File: config.mk
export PLATFORM = sky130hd
export DESIGN_NAME = bootstrap_readback
export DESIGN_NICKNAME = d
export VERILOG_FILES = /design/src/rtl/bootstrap_readback.sv
export SDC_FILE = /design/constraint.sdc
export NUM_CORES = 1
export LEC_CHECK = 0
export ABC_CLOCK_PERIOD_IN_PS = 2300
export CAP_MARGIN = 20
export CELL_PAD_IN_SITES_DETAIL_PLACEMENT = 0
export CELL_PAD_IN_SITES_GLOBAL_PLACEMENT = 1
export CORE_AREA = 2 2 85 87
export CTS_CLUSTER_DIAMETER = 100
export DETAILED_ROUTE_END_ITERATION = 8
export DIE_AREA = 0 0 87 89
export PLACE_DENSITY_LB_ADDON = 0.1
export SETUP_SLACK_MARGIN = 0.5
export SYNTH_ARGS = -nofsm -noshare
export SYNTH_HDL_FRONTEND = slang
export SYNTH_SLANG_ARGS = --single-unit
File: constraint.sdc
create_clock -name CLK -period 2.3 [get_ports CLK]
set_input_delay 0.345 -clock CLK [delete_from_list [all_inputs] [get_ports CLK]]
set_output_delay 0.345 -clock CLK [all_outputs]
set_load 0.005 [all_outputs]
File: src/rtl/bootstrap_readback.sv
// bootstrap_readback: after boot, reads back the SRAM images written by the
// bootstrapper (MLU slice, MLU lookahead, control microcode), accumulates a
// rotate-add 16-bit checksum and reports PASS/FAIL before the KPU is released.
// Optional feature: define BOOTSTRAP_READBACK_UART_EN to add an 8N1 UART_TX
// that echoes every sampled byte followed by the final checksum (low, high).
module bootstrap_readback #(
  parameter int unsigned SLICE_LEN     = 4096,
  parameter int unsigned LOOKAHEAD_LEN = 4096,
  parameter int unsigned CONTROL_LEN   = 4096,
  parameter int unsigned READ_WAIT     = 2,
  parameter logic [15:0] EXP_CHECKSUM  = 16'h0
`ifdef BOOTSTRAP_READBACK_UART_EN
  ,
  parameter int unsigned CLKS_PER_BIT  = 16
`endif
) (
  input  logic        CLK,
  input  logic        N_RST,
  input  logic        N_BOOTED,
  input  logic        START,
  input  logic [7:0]  BOOTSTRAP_DATA,
  output logic [16:0] BOOTSTRAP_ADDR,
  output logic        MLU_SLICE_N_OE,
  output logic        MLU_LOOKAHEAD_N_OE,
  output logic        CONTROL_N_OE,
  output logic        BUSY,
  output logic        DONE,
  output logic        PASS,
  output logic [15:0] CHECKSUM
`ifdef BOOTSTRAP_READBACK_UART_EN
  ,
  output logic        UART_TX
`endif
);

  localparam int unsigned WAIT_W = (READ_WAIT > 1) ? $clog2(READ_WAIT) : 1;

  typedef enum logic [3:0] {
    S_IDLE,
    S_SETUP,
    S_WAIT,
    S_SAMPLE,
    S_NEXT_REGION,
    S_FINISH
`ifdef BOOTSTRAP_READBACK_UART_EN
    ,
    S_CK_LO,
    S_CK_HI,
    S_DRAIN
`endif
  } state_t;

  state_t              state;
  logic [1:0]          region;
  logic [WAIT_W-1:0]   wait_cnt;
  logic [2:0]          n_oe;
  logic                sample_go;

  // Byte count of each region; index 3 and above means "no more regions".
  function automatic logic [17:0] len_of(input logic [1:0] r);
    case (r)
      2'd0:    len_of = 18'(SLICE_LEN);
      2'd1:    len_of = 18'(LOOKAHEAD_LEN);
      2'd2:    len_of = 18'(CONTROL_LEN);
      default: len_of = '0;
    endcase
  endfunction

  assign MLU_SLICE_N_OE     = n_oe[0];
  assign MLU_LOOKAHEAD_N_OE = n_oe[1];
  assign CONTROL_N_OE       = n_oe[2];

`ifdef BOOTSTRAP_READBACK_UART_EN
  localparam int unsigned CNT_W = (CLKS_PER_BIT > 1) ? $clog2(CLKS_PER_BIT) : 1;

  logic             tx_start;
  logic [7:0]       tx_byte;
  logic             tx_busy;
  logic [8:0]       tx_shift;
  logic [3:0]       tx_bits;
  logic [CNT_W-1:0] tx_cnt;
  logic             tx_busy_any;

  // tx_start is a registered request, so the transmitter only sees it one
  // cycle later; fold it into busy so the FSM never issues two back to back.
  assign tx_busy_any = tx_busy | tx_start;
  assign sample_go   = ~tx_busy_any;

  // 8N1 transmitter: start bit, 8 data bits LSB first, stop bit.
  always_ff @(posedge CLK) begin
    if (!N_RST) begin
      UART_TX  <= 1'b1;
      tx_busy  <= 1'b0;
      tx_shift <= '1;
      tx_bits  <= '0;
      tx_cnt   <= '0;
    end else if (tx_start) begin
      UART_TX  <= 1'b0;
      tx_shift <= {1'b1, tx_byte};
      tx_bits  <= 4'd9;
      tx_cnt   <= CNT_W'(CLKS_PER_BIT - 1);
      tx_busy  <= 1'b1;
    end else if (tx_busy) begin
      if (tx_cnt == '0) begin
        if (tx_bits == '0) begin
          tx_busy <= 1'b0;
        end else begin
          UART_TX  <= tx_shift[0];
          tx_shift <= {1'b1, tx_shift[8:1]};
          tx_bits  <= tx_bits - 4'd1;
          tx_cnt   <= CNT_W'(CLKS_PER_BIT - 1);
        end
      end else begin
        tx_cnt <= tx_cnt - CNT_W'(1);
      end
    end
  end
`else
  assign sample_go = 1'b1;
`endif

  // Readback sequencer: walks regions 0..2, one byte per SETUP/WAIT/SAMPLE pass.
  always_ff @(posedge CLK) begin
    if (!N_RST) begin
      state          <= S_IDLE;
      region         <= '0;
      wait_cnt       <= '0;
      BOOTSTRAP_ADDR <= '0;
      n_oe           <= '1;
      BUSY           <= 1'b0;
      DONE           <= 1'b0;
      PASS           <= 1'b0;
      CHECKSUM       <= '0;
`ifdef BOOTSTRAP_READBACK_UART_EN
      tx_start       <= 1'b0;
      tx_byte        <= '0;
`endif
    end else begin
`ifdef BOOTSTRAP_READBACK_UART_EN
      tx_start <= 1'b0;
`endif
      unique case (state)
        S_IDLE: begin
          if (START && !N_BOOTED) begin
            CHECKSUM       <= '0;
            region         <= '0;
            BOOTSTRAP_ADDR <= '0;
            DONE           <= 1'b0;
            PASS           <= 1'b0;
            BUSY           <= 1'b1;
            state          <= (len_of(2'd0) == '0) ? S_NEXT_REGION : S_SETUP;
          end
        end
        S_SETUP: begin
          n_oe     <= ~(3'b001 << region);
          wait_cnt <= WAIT_W'(READ_WAIT - 1);
          state    <= S_WAIT;
        end
        S_WAIT: begin
          if (wait_cnt == '0) state <= S_SAMPLE;
          else                wait_cnt <= wait_cnt - WAIT_W'(1);
        end
        S_SAMPLE: begin
          if (sample_go) begin
            CHECKSUM <= {CHECKSUM[14:0], CHECKSUM[15]} + {8'h00, BOOTSTRAP_DATA};
`ifdef BOOTSTRAP_READBACK_UART_EN
            tx_start <= 1'b1;
            tx_byte  <= BOOTSTRAP_DATA;
`endif
            if ({1'b0, BOOTSTRAP_ADDR} == len_of(region) - 18'd1) begin
              n_oe  <= '1;
              state <= S_NEXT_REGION;
            end else begin
              BOOTSTRAP_ADDR <= BOOTSTRAP_ADDR + 17'd1;
              state          <= S_SETUP;
            end
          end
        end
        // One cycle per region, including empty ones, keeps the run length fixed.
        S_NEXT_REGION: begin
          n_oe           <= '1;
          BOOTSTRAP_ADDR <= '0;
          region         <= region + 2'd1;
          if (region == 2'd2)
`ifdef BOOTSTRAP_READBACK_UART_EN
            state <= S_CK_LO;
`else
            state <= S_FINISH;
`endif
          else if (len_of(region + 2'd1) == '0)
            state <= S_NEXT_REGION;
          else
            state <= S_SETUP;
        end
`ifdef BOOTSTRAP_READBACK_UART_EN
        S_CK_LO: begin
          if (!tx_busy_any) begin
            tx_start <= 1'b1;
            tx_byte  <= CHECKSUM[7:0];
            state    <= S_CK_HI;
          end
        end
        S_CK_HI: begin
          if (!tx_busy_any) begin
            tx_start <= 1'b1;
            tx_byte  <= CHECKSUM[15:8];
            state    <= S_DRAIN;
          end
        end
        S_DRAIN: begin
          if (!tx_busy_any) state <= S_FINISH;
        end
`endif
        S_FINISH: begin
          BUSY  <= 1'b0;
          DONE  <= 1'b1;
          PASS  <= (CHECKSUM == EXP_CHECKSUM);
          state <= S_IDLE;
        end
        default: state <= S_IDLE;
      endcase
    end
  end

endmodule

==> results.sh, run 1 <==
export IMPL_start_util=0.375
export IMPL_synth_top_flop_cell="dfxtp_1"
export IMPL_maxCapViolCount=0
export IMPL_yosysSeqAreaShare=0.358
export IMPL_areaGrowthSynthToFinish_pct=49.5
export IMPL_drt_iter0_drc=97
export IMPL_power_uw=2180
export IMPL_cts_tree="done"
export IMPL_grt_ovfl_total=0
export IMPL_async_reset_ff_frac=0
export IMPL_io_buffers=50
export IMPL_grt_max_degree=14
export IMPL_cts_inserted_buffers=5
export IMPL_routed_wl_um=6570
export IMPL_vias=2365
export IMPL_worst_slew_pin_slew_ns=0.462
export IMPL_powerDensity_nw_per_um2=578
export IMPL_clkSlewWorstSetupHoldPaths_ns=0.09
export IMPL_synth_cells=297
export IMPL_die_h_um=89
export IMPL_final_util=0.560
export IMPL_path_buf_inv=0
export IMPL_arrival_ns=2.15
export IMPL_antenna_found_initial=0
export IMPL_n_antenna_cell=0
export IMPL_core_area_um2=6720
export IMPL_rows=30
export IMPL_ys_types=50
export IMPL_drcViolationCount=0
export IMPL_crit_type="reg2reg"
export IMPL_place_congestion=0.808
export IMPL_track_usage=0.169
export IMPL_skew_ns=0.00895
export IMPL_crit_path_max_fanout=3
export IMPL_ant_nets=0
export IMPL_dp_hpwl_um=4590
export IMPL_hold_path_class="reg2reg"
export IMPL_ys_ff_latch=45
export IMPL_worst_setup_path_end_kind="register"
export IMPL_cts_buffer_depth=2
export IMPL_netlist_area_um2=2520
export IMPL_setup_violations=0
export IMPL_relSlewSlack=0.690
export IMPL_p_leak_uw=0.00140
export IMPL_grt_pass1_vias=2162
export IMPL_ir_drop_uv=298
export IMPL_nets=401
export IMPL_die_w_um=87
export IMPL_yosysWarnings=0
export IMPL_finalCriticalPeriod_ns=1.96
export IMPL_drv_slew=0
export IMPL_clk_insertion_delay_late_ns=0.30
export IMPL_htreeDepth=2
export IMPL_syn_area_per_cell_um2=8.48
export IMPL_post_drt_wl_per_cell_um=14.5
export IMPL_start_kind="register"
export IMPL_crit_slowest_cell="or3_4"
export IMPL_max_stage_delay_ns=0.40
export IMPL_dr_pass1_iters=4
export IMPL_status="finished clean"
export IMPL_fill_cells=616
export IMPL_synth_edff_count=0
export IMPL_rsz0062_at_grt="true"
export IMPL_syn_nets=324
export IMPL_crit_path_cell_trace="nor4_4 -> nand2_1 -> or3_4 -> a211o_1 -> nand2_2 -> mux2_4"
export IMPL_fmax_ghz=0.511
export IMPL_drive_above_1_share=0.283
export IMPL_required_ns=2.49
export IMPL_finalHoldViolCount=0
export IMPL_dieArea_um2=7740
export IMPL_grt_first_pass_wirelength_um=10400
export IMPL_io_pins=51
export IMPL_avgViaCountPerCell=5.21
export IMPL_clkSinkCount=45
export IMPL_root_buffer="clkbuf_8"
export IMPL_critPathTopFamily="simple AND/OR/NAND/NOR gates"
export IMPL_fin_crit_sh=0.852
==> cells in the mapped netlist (all sizes together) (2+ instances only) <==
cell,count,area share
a22oi,3,0.0089
o211ai,2,0.0060
nor2,24,0.037
ha,14,0.070
a21oi,9,0.018
clkbuf,7,0.010
or3,5,0.015
or4,2,0.0060
nand3b,2,0.0060
or2,2,0.0050
nand3,19,0.043
xnor2,7,0.024
nand2b,3,0.0075
nor3,4,0.0080
nand2,34,0.052
nor4,5,0.012
and2,6,0.015
a2111oi,2,0.0094
nor2b,6,0.015
and3,5,0.012
a211o,2,0.0070
buf,4,0.0080
a21o,7,0.021
o21ai,24,0.049
a31oi,3,0.0075
nand4b,3,0.010
a21boi,6,0.018
inv,4,0.0060
mux2,3,0.013
dfxtp,45,0.36
nand4,4,0.0099
xor2,20,0.070
==> timing repair <==
item | CTS | global route
gates resized for setup | 36 | 44
hold buffers | 0 | 0
endpoints found under the setup margin | 30 | 31
pin swaps | 24 | 23
setup buffers | 11 | 7
==> sequential cells by signal, summed over array words and instances, names as in the netlist <==
register / cells
PASS: 1
wait_cnt: 1
n_oe: 3
BOOTSTRAP_ADDR: 17
state: 3
BUSY: 1
region: 2
CHECKSUM: 16
DONE: 1
==> cell usage in the layout (no fill, tap or decap), types with 7 or more instances in the layout <==
master | synthesis | layout
clkdlybuf4s50_1 | 0 | 45
buf_4 | 0 | 31
nand2_1 | 33 | 30
dfxtp_1 | 45 | 28
nor2_1 | 23 | 21
xor2_1 | 20 | 20
nand3_1 | 18 | 12
dfxtp_2 | 0 | 11
o21ai_0 | 23 | 10
o21ai_1 | 0 | 10
ha_4 | 0 | 9
a21o_1 | 7 | 7
==> power by group <==
group | switching [uW] | internal, uW
logic | 329 | 336
clock network | 273 | 316
registers | 90.6 | 831
total | 693 | 1480
==> metrics by stage <==
stage | std cells | TNS (ns) | hold slack [ns] | cell area (um2) | setup WS (ns)
2_1_floorplan | 297 | 0 | 0.460 | 2570 | 0.449
3_3_place_gp | 429 | 0 | 0.452 | 3220 | 0.0298
3_5_place_dp | 429 | -0.0102 | 0.455 | 3220 | -0.0102
4_1_cts | 447 | 0 | 0.468 | 3520 | 0.328
5_1_grt | 454 | 0 | 0.493 | 3760 | 0.260
6_report | 454 | 0 | 0.461 | 3760 | 0.341
==> per-layer routing <==
metal / global-route usage / vias to the layer above / part of all wire
met4: 0.0355 / 0 / 0.0050
met1: 0.244 / 1118 / 0.50
met3: 0.0323 / 2 / 0.035
met5: 0 / - / 0
met2: 0.263 / 40 / 0.46
li1: - / 1205 / -
==> final timing paths <==
path                                         start      end  slack [ns]  depth (start not counted)
worst max-delay path            BOOTSTRAP_ADDR[15]  n_oe[0]        0.34                          6
worst min-delay path                          BUSY     BUSY        0.46                          2
worst max register to register  BOOTSTRAP_ADDR[15]  n_oe[0]        0.34                          6
worst min register to register                BUSY     BUSY        0.46                          2
==> cells by family (layout without fill, tap and decap cells) <==
| family | Yosys count | in the layout | synth area share |
|---|---|---|---|
| AND/OR/NAND/NOR | 128 | 128 | 0.267 |
| AO/OA/AOI/OAI | 63 | 63 | 0.162 |
| flip-flops | 45 | 45 | 0.358 |
| XOR/XNOR | 27 | 27 | 0.0939 |
| adder cells (fa/ha/maj) | 15 | 15 | 0.0775 |
| buffers and inverters | 15 | 92 | 0.0244 |
| multiplexers | 4 | 4 | 0.0174 |
==> worst reg2reg max path: cells and delay by family (launching register included) <==
family             cells  cell delay, ns
AOI/OAI and AO/OA      1            0.28
muxes                  1            0.31
DFF                    1            0.36
and+or+nand+nor        4            0.91
==> area by class of cell <==
class | instances | area (um2) | area share
clock buffer | 5 | 68.8 | 0.0183
timing repair buffer | 81 | 742 | 0.197
tap | 80 | 100 | 0.0266
clock inverter | 2 | 35.0 | 0.00931
sequential | 45 | 937 | 0.249
multi-input combinational | 237 | 1860 | 0.496
inverter | 4 | 15.0 | 0.00399
Note: power is estimated with default switching activity, not from simulation.
==> inputs of run 2 (changes only) <==
--- a/config.mk
+++ b/config.mk
@@ -13,8 +13,9 @@
 export CTS_CLUSTER_DIAMETER = 100
 export DETAILED_ROUTE_END_ITERATION = 8
 export DIE_AREA = 0 0 87 89
-export PLACE_DENSITY_LB_ADDON = 0.1
+export PLACE_DENSITY_LB_ADDON = 0.2
 export SETUP_SLACK_MARGIN = 0.5
+export SKIP_LAST_GASP = 1
 export SYNTH_ARGS = -nofsm -noshare
 export SYNTH_HDL_FRONTEND = slang
 export SYNTH_SLANG_ARGS = --single-unit
==> run 2 against run 1 <==
Global-route usage up 1.0 points. Sequential cell count unchanged. Combinational power fell by 4.8%. Die area did not move. Clock power down 6.8%. Sequential power about the same. Non-clock buffer count grew 4. Clock-buffer cell count up 2.
==> results.sh, run 2 (synthesis gave the netlist of run 1 again) <==
export IMPL_drv_slew=0
export IMPL_wl_met1_um=3120
export IMPL_worst_slew_pin_slew_ns=0.391
export IMPL_die_w_um=87
export IMPL_crit_slowest_cell="or3_4"
export IMPL_die_h_um=89
export IMPL_cts_inserted_buffers=5
export IMPL_vias=2395
export IMPL_crit_type="reg2reg"
export IMPL_io_pins=51
export IMPL_drt_iter0_drc=49
export IMPL_crit_path_cell_trace="and4_4 -> nand3_4 -> or3_4 -> a211o_1 -> nand2_2 -> mux2_4"
export IMPL_ir_drop_uv=271
export IMPL_ant_nets=0
export IMPL_hold_path_class="reg2reg"
export IMPL_arrival_ns=2.11
export IMPL_top_layer="met4"
export IMPL_dieArea_um2=7740
export IMPL_dp_cells=427
export IMPL_clk_insertion_delay_late_ns=0.31
export IMPL_areaGrowthSynthToFinish_pct=48.5
export IMPL_drive_above_1_share=0.290
export IMPL_skew_ns=0.0161
export IMPL_regArea_um2=941
export IMPL_relSlewSlack=0.739
export IMPL_maxCapViolCount=0
export IMPL_routed_wl_um=6820
export IMPL_antenna_found_initial=0
export IMPL_track_usage=0.179
export IMPL_crit_path_max_fanout=4
export IMPL_fill_cells=640
export IMPL_path_buf_inv=0
export IMPL_start_util=0.375
export IMPL_largest_reg_flops=17
export IMPL_cts_tree="done"
export IMPL_wl_met3_um=219
export IMPL_reg_top3="BOOTSTRAP_ADDR x17, CHECKSUM x16"
export IMPL_critPathTopFamily="simple AND/OR/NAND/NOR gates"
export IMPL_dp_hpwl_um=4750
export IMPL_required_ns=2.49
export IMPL_dr_wl_met2_um=3400
export IMPL_powerDensity_nw_per_um2=563
export IMPL_place_ws_ns=0.0298
export IMPL_rsz0062_at_grt="true"
export IMPL_rows=30
export IMPL_holdBufCountCts=0
export IMPL_fmax_ghz=0.519
export IMPL_place_congestion=0.800
export IMPL_htreeDepth=2
export IMPL_root_buffer="clkbuf_8"
export IMPL_clkSinkCount=45
export IMPL_grt_pass1_vias=2330
export IMPL_cts_buffer_depth=2
export IMPL_drcViolationCount=0
export IMPL_worst_setup_path_end_kind="register"
export IMPL_setup_violations=0
export IMPL_layout_commonest_cell="clkdlybuf4s50_1"
export IMPL_clkSlewWorstSetupHoldPaths_ns=0.09
export IMPL_grt_first_pass_wirelength_um=11000
export IMPL_status="finished clean"
export IMPL_setup_slack_ns=0.372
export IMPL_multi_input_area_um2=1810
export IMPL_grt_ovfl_total=0
export IMPL_grt_max_degree=14
export IMPL_dr_pass1_iters=4
export IMPL_finalHoldViolCount=0
export IMPL_post_drt_wl_per_cell_um=14.8
export IMPL_start_kind="register"
export IMPL_max_stage_delay_ns=0.42
export IMPL_nets=405
export IMPL_fin_crit_sh=0.838
export IMPL_setup_tns_ns=0
export IMPL_p_leak_uw=0.00141
export IMPL_stdcell_count=459
export IMPL_io_buffers=50
export IMPL_finalCriticalPeriod_ns=1.93
export IMPL_mostFrequentLayoutCells="clkdlybuf4s50_1 (46), buf_4 (34), nand2_1 (30), dfxtp_1 (25), nor2_1 (22)"
export IMPL_power_uw=2100
export IMPL_core_area_um2=6720
export IMPL_n_antenna_cell=0
export IMPL_regMostFlops="BOOTSTRAP_ADDR"
export IMPL_avgViaCountPerCell=5.22
-- run 2: changes by cell type in the layout (fill, tap and decap cells not counted), sizes merged --
cell / previous run / this run
dlygate4sd2: 1 / 2
clkbuf: 5 / 7
buf: 31 / 35
dlymetal6s2s: 4 / 2
clkdlybuf4s50: 45 / 46
bufinv: 1 / 0
-- run 2: worst paths after layout --
check / from / endpoint / slack [ns] / cells past startpoint
min: BUSY / BUSY / 0.47 / 2
min reg2reg: BUSY / BUSY / 0.47 / 2
max: BOOTSTRAP_ADDR[5] / n_oe[0] / 0.37 / 6
max reg2reg: BOOTSTRAP_ADDR[5] / n_oe[0] / 0.37 / 6
-- run 2: cell type report --
type / instances / area share
well taps: 80 / 0.0268
clock inverters: 1 / 0.00134
flip-flops and latches: 45 / 0.252
multi-input cells: 237 / 0.484
clock buffers: 7 / 0.0258
repair buffers: 85 / 0.206
inverters: 4 / 0.00402
-- run 2: what timing repair did --
action	in CTS	in global routing
gates resized for setup	31	41
pin swaps	15	29
endpoints found under the setup margin	29	33
buffers inserted	8	16
-- run 2: per-stage QoR --
stage	area, um2	utilization	hold slack (ns)
after floorplan	2570	-	0.460
after global placement	3210	0.478	0.454
after detailed placement	3210	0.478	0.462
after CTS	3490	0.519	0.474
after global routing	3740	0.556	0.493
final	3740	0.556	0.471
-- run 2: routing by layer --
| metal | vias up | track usage |
|---|---|---|
| met4 | 0 | 0.0668 |
| met2 | 46 | 0.312 |
| met3 | 9 | 0.0332 |
| li1 | 1221 | - |
| met5 | - | 0 |
| met1 | 1119 | 0.220 |
-- run 2: power breakdown --
part           leakage (uW)  switching [uW]  internal [uW]
sequential         0.000375            88.3            833
clock             0.0000542             277            272
combinational      0.000985             327            306
-- run 2: tightest hold or removal path, delay by kind of cell, from the launching register on --
family           cells  cell delay [ns]
AND/OR/NAND/NOR      1             0.05
AO/OA/AOI/OAI        1             0.06
flip-flops           1             0.32
==> patch 1 (flow settings as in run 2) <==
Change the parameter `READ_WAIT` from 2 to 4.
--- a/src/rtl/bootstrap_readback.sv
+++ b/src/rtl/bootstrap_readback.sv
@@ -8,5 +8,5 @@
   parameter int unsigned LOOKAHEAD_LEN = 4096,
   parameter int unsigned CONTROL_LEN   = 4096,
-  parameter int unsigned READ_WAIT     = 2,
+  parameter int unsigned READ_WAIT     = 4,
   parameter logic [15:0] EXP_CHECKSUM  = 16'h0
 `ifdef BOOTSTRAP_READBACK_UART_EN
Check against the original RTL: not equivalent (Yosys sat finds a counterexample within 10 cycles, from zero or initial values and one cycle with N_RST low).
==> patch 1 against run 2 <==
- power increased by 15%
- sequential cell count increased by 1
- design area rose by 4.6%
- sequential share of layout area down 0.63 points
- routed wire length rose by 8.3%
- final cell count is 5.7% higher
- worst setup slack got worse by 48 ps
- area after synthesis grew 5.0%
- critical path type unchanged
- highest routed layer unchanged
==> patch 1: results (changes against run 2) <==
dr.pass1.iters: 4  # unchanged
p_leak_nw: 1.538  # +8.8%
port_buffers: 50  # unchanged
antenna_cells: 0  # unchanged
hp-class: "register to register"
nNetsFinal: 432  # +6.7%
maxSlewHeadroom_pct: 65.91  # -8.0 points
dp_slack_ps: -142.5  # -172.2 ps
grt_pass1_vias: 2476  # +6.3%
synth_top_area_share_pct: 34.83  # -0.95 points
gp_congestion: 0.8719  # +9.0%
grt_usage_pct: 19.12  # +1.2 points
routedWlPerCell_um: 15.22  # +2.5%
cp_slowest_cell: "dfxtp_4"
synth.top_cells.by_area: "dfxtp_1 35%, ha_1 7.1%, a21oi_1 4.9%, nand2_1 4.0%, o21ai_0 3.6%"
fin_skew_ps: 13.12  # -3.027 ps
peakVddDrop_uv: 377.2  # +39%
cp_top_family: "compound AO/OA/AOI/OAI gates"
dp_hpwl_um: 5214  # +9.7%
drive_gt1_share_pct: 26.67  # -2.4 points
drtIter0Drc: 86  # +76%
syn_nets: 343  # +5.9%
r2r_cells: 7  # +1
synth_seq_area_share_pct: 34.83  # -0.95 points
worstPathMaxFanout: 7  # +3
grt_max_degree: 17  # +3
async_reset_ff_share_pct: 0  # unchanged
slowest_delay_ps: 370  # -50 ps
ys.flop_type: "dfxtp_1"
outcome: "completed"
dr_total_vias: 2724  # +14%
critical_path_arrival_ps: 2170  # +60 ps
grt_first_pass_wirelength_um: 11830  # +7.1%
synth_common_cells: "46 x dfxtp_1, 28 x nand2_1, 26 x a21oi_1"
yosysUniqueCellTypes: 50  # unchanged
## patch 1: cell types whose count changed in the layout (fill, tap and decap cells not counted), sizes merged, moves of 6 or more
cell / run 2 / this run
a21oi: 9 / 26
xor2: 20 / 8
or4: 2 / 11
buf: 35 / 42
a21boi: 6 / 0
clkdlybuf4s50: 46 / 40
nand2: 34 / 28
o31ai: 0 / 6
## patch 1: final timing paths
path / start / to / slack, ps
worst max-delay path: CHECKSUM[15] / CHECKSUM[8] / 320
worst min-delay path: BUSY / BUSY / 480
worst max register to register: CHECKSUM[15] / CHECKSUM[8] / 320
worst min register to register: BUSY / BUSY / 480
## patch 1: kinds of logic (layout without fill, tap and decap cells)
kind of cell	after synthesis	count (layout)	synth area share, %
AO/OA/AOI/OAI	88	88	21.86
XOR/XNOR	13	13	4.307
adder cells (fa/ha/maj)	16	16	7.856
buffers and inverters	19	109	3.407
flip-flops	46	46	34.83
multiplexers	4	4	1.656
AND/OR/NAND/NOR	129	129	26.08
## patch 1: stage by stage
stage	instances	utilization [%]	hold slack, ps	instance area [µm²]	TNS [ps]
3_5_place_dp	461	50.76	474.8	3411	-518.9
2_1_floorplan	315	-	465.6	2671	0
3_3_place_gp	461	50.76	460.9	3411	-330.6
5_1_grt	485	58.19	509.2	3910	0
4_1_cts	476	54.28	488.1	3647	0
6_report	485	58.19	482.6	3910	0
## patch 1: final cells by class
class                   instances  area, µm²
fillers                       604       2809
multi-input cells             250       1864
flip-flops and latches         46      959.7
repair buffers                 92      857.1
well taps                      80      100.1
clock buffers                   6      82.58
inverters                       9      33.78
clock inverters                 2      12.51
## patch 1: power by group
| part | switching [mW] | internal (mW) |
|---|---|---|
| Combinational | 0.468 | 0.496 |
| Sequential | 0.0677 | 0.856 |
| Clock | 0.284 | 0.242 |
## patch 1: repair_timing
action                     in CTS  in global routing
gates resized for setup        27                 55
pin swaps                      10                 16
gates cloned                    0                  0
setup endpoints to repair      26                 32
setup buffers                   7                  9
## patch 1: per-layer routing
metal	track usage, %	share of wire (%)	up-vias
met5	0	0	-
met3	2.955	2.7	6
met4	4.545	0.93	0
li1	-	-	1361
met2	32.20	49	40
met1	25.80	47	1317
## patch 1: tightest hold or removal path, stage by stage, from the launching register on
cell and delay (ps):
dfxtp_1 330, nand2_1 50, a21oi_1 50
==> patch 2 (settings of run 2) <==
Without the edit above. Register the inputs `N_BOOTED` and `START` before use, with the module's reset. The logic sees them one clock later. The other inputs are not delayed to match.
--- a/src/rtl/bootstrap_readback.sv
+++ b/src/rtl/bootstrap_readback.sv
@@ -50,4 +50,17 @@
 `endif
   } state_t;
+
+  logic N_BOOTED_q;
+  logic START_q;
+
+  always_ff @(posedge CLK) begin
+    if (!N_RST) begin
+      N_BOOTED_q <= '0;
+      START_q    <= '0;
+    end else begin
+      N_BOOTED_q <= N_BOOTED;
+      START_q    <= START;
+    end
+  end
 
   state_t              state;
@@ -142,5 +155,5 @@
       unique case (state)
         S_IDLE: begin
-          if (START && !N_BOOTED) begin
+          if (START_q && !N_BOOTED_q) begin
             CHECKSUM       <= '0;
             region         <= '0;
Behaviour: not the same (Yosys sat finds a counterexample within 4 cycles, from zero or initial values and one cycle with N_RST low).
==> patch 2 against run 2 <==
- area after synthesis up 5.8%
- clock skew down 4.7 ps
- critical path depth up 2
- maximum frequency down 8.2%
- routed wire length down 3.3%
- count of clock-buffer cells in the layout unchanged
- sequential share of layout area up 1.5 points
- sequential cell count up 2
- design area down 1.3%
- worst setup slack worse by 170 ps
- non-clock buffer count down 6
- power down 7.1%
==> patch 2: results (changes against run 2) <==
synthAdderAreaFrac_pct: 7.327  # -0.43 points
fillers: 624  # -2.5%
grt_pass1_vias: 2221  # -4.7%
synth_xor_area_share_pct: 6.576  # -2.8 points
synth_mux_area_share_pct: 1.127  # -0.61 points
use_met3_pct: 2.678  # -0.65 points
peakVddDrop_uv: 321.5  # +19%
nNetsFinal: 422  # +4.2%
p_leak_nw: 1.372  # -3.0%
r2r_cells: 8  # +2
synth_common_cells: "47 x dfxtp_1, 41 x nand2_1, 28 x nor2_1"
synth_seq_area_share_pct: 35.32  # -0.46 points
dr_total_vias: 2495  # +4.2%
grt_max_degree: 21  # +7
reg2reg_from: "CHECKSUM[15]"
synth_compound_area_share_pct: 18.98  # +2.8 points
drt-total-wl_um: 6587  # -3.3%
drive_gt1_share_pct: 20.96  # -8.1 points
yosysUniqueCellTypes: 53  # +6.0%
critical_path_arrival_ps: 2300  # +190 ps
outcome: "completed"
min-delay-start: "DONE"
grt_use_met1_pct: 21.92  # -0.088 points
p_sw_share_pct: 31.53  # -1.4 points
placed_area_um2: 3390  # +5.6%
r2r_slack_ps: 200  # -170 ps
fin_skew_ps: 11.49  # -4.664 ps
cp_top_family: "compound AO/OA/AOI/OAI gates"
worstMarginPinSlew_ps: 471.9  # +81.29 ps
cp_slowest_cell: "dfxtp_4"
min_to: "DONE"
synth.top_cells.by_area: "dfxtp_1 35%, ha_1 6.6%, nand2_1 5.8%, o21ai_0 4.1%, nor2_1 3.9%"
-- patch 2: final cells by class --
class / instances / area (µm²) / area share [%]
Sequential cell: 47 / 982.2 / 26.64
Inverter: 9 / 33.78 / 0.9162
Timing Repair Buffer: 79 / 732.0 / 19.85
Tap cell: 80 / 100.1 / 2.715
Clock buffer: 7 / 76.32 / 2.070
Multi-Input combinational cell: 253 / 1758 / 47.68
Clock inverter: 1 / 5.005 / 0.1357
-- patch 2: how the worst max path moves through the flow --
stage                            startpoint           end  slack (ps)  cells past startpoint
after floorplan           BOOTSTRAP_DATA[0]  CHECKSUM[14]         130                      9
after global placement    BOOTSTRAP_DATA[0]  CHECKSUM[14]        -340                      9
after detailed placement  BOOTSTRAP_DATA[0]  CHECKSUM[14]        -370                      9
after CTS                      CHECKSUM[15]  CHECKSUM[14]         120                      8
after global routing           CHECKSUM[15]  CHECKSUM[12]          40                      8
final                          CHECKSUM[15]  CHECKSUM[14]         200                      8
-- patch 2: cell families after synthesis --
group           count (synthesis)
flops                          47
simple gates                  141
fa+ha+maj                      15
mux                             3
compound gates                 74
xor+xnor                       20
buf+inv                        21
-- patch 2: layer usage --
metal | wire length (µm) | vias up
met1 | 3151 | 1150
met5 | 0 | -
met2 | 3087 | 51
li1 | - | 1285
met3 | 250 | 9
met4 | 97 | 0
-- patch 2: worst reg2reg max path, cell delays in order, from the launching register on --
cell,delay (ps)
dfxtp_4,370
ha_4,160
fa_2,330
a21o_1,160
a21o_1,190
a2111oi_4,330
or2_4,210
mux2i_1,180
nand3_1,80
-- patch 2: timing repair --
item | 4_1_cts | 5_1_grt
setup buffers | 6 | 6
gates resized for setup | 21 | 24
pin swaps | 13 | 20
endpoints found under the setup margin | 30 | 31
-- patch 2: stage by stage --
stage / instances / hold slack, ps / setup slack [ps]
finish: 476 / 468.1 / 199.6
global route: 476 / 490.1 / 43.65
CTS: 470 / 471.8 / 124.7
detailed placement: 456 / 458.9 / -367.2
global placement: 456 / 452.1 / -341.1
floorplan: 321 / 460.0 / 132.6
-- patch 2: power groups by stage --
stage                     combinational [mW]  sequential [mW]  clock, mW
after global routing                   0.581            0.947      0.540
final                                  0.531            0.936      0.485
after global placement                 0.493            0.948          0
after CTS                              0.517            0.937      0.509
after floorplan                        0.378            0.905          0
after detailed placement               0.493            0.950          0
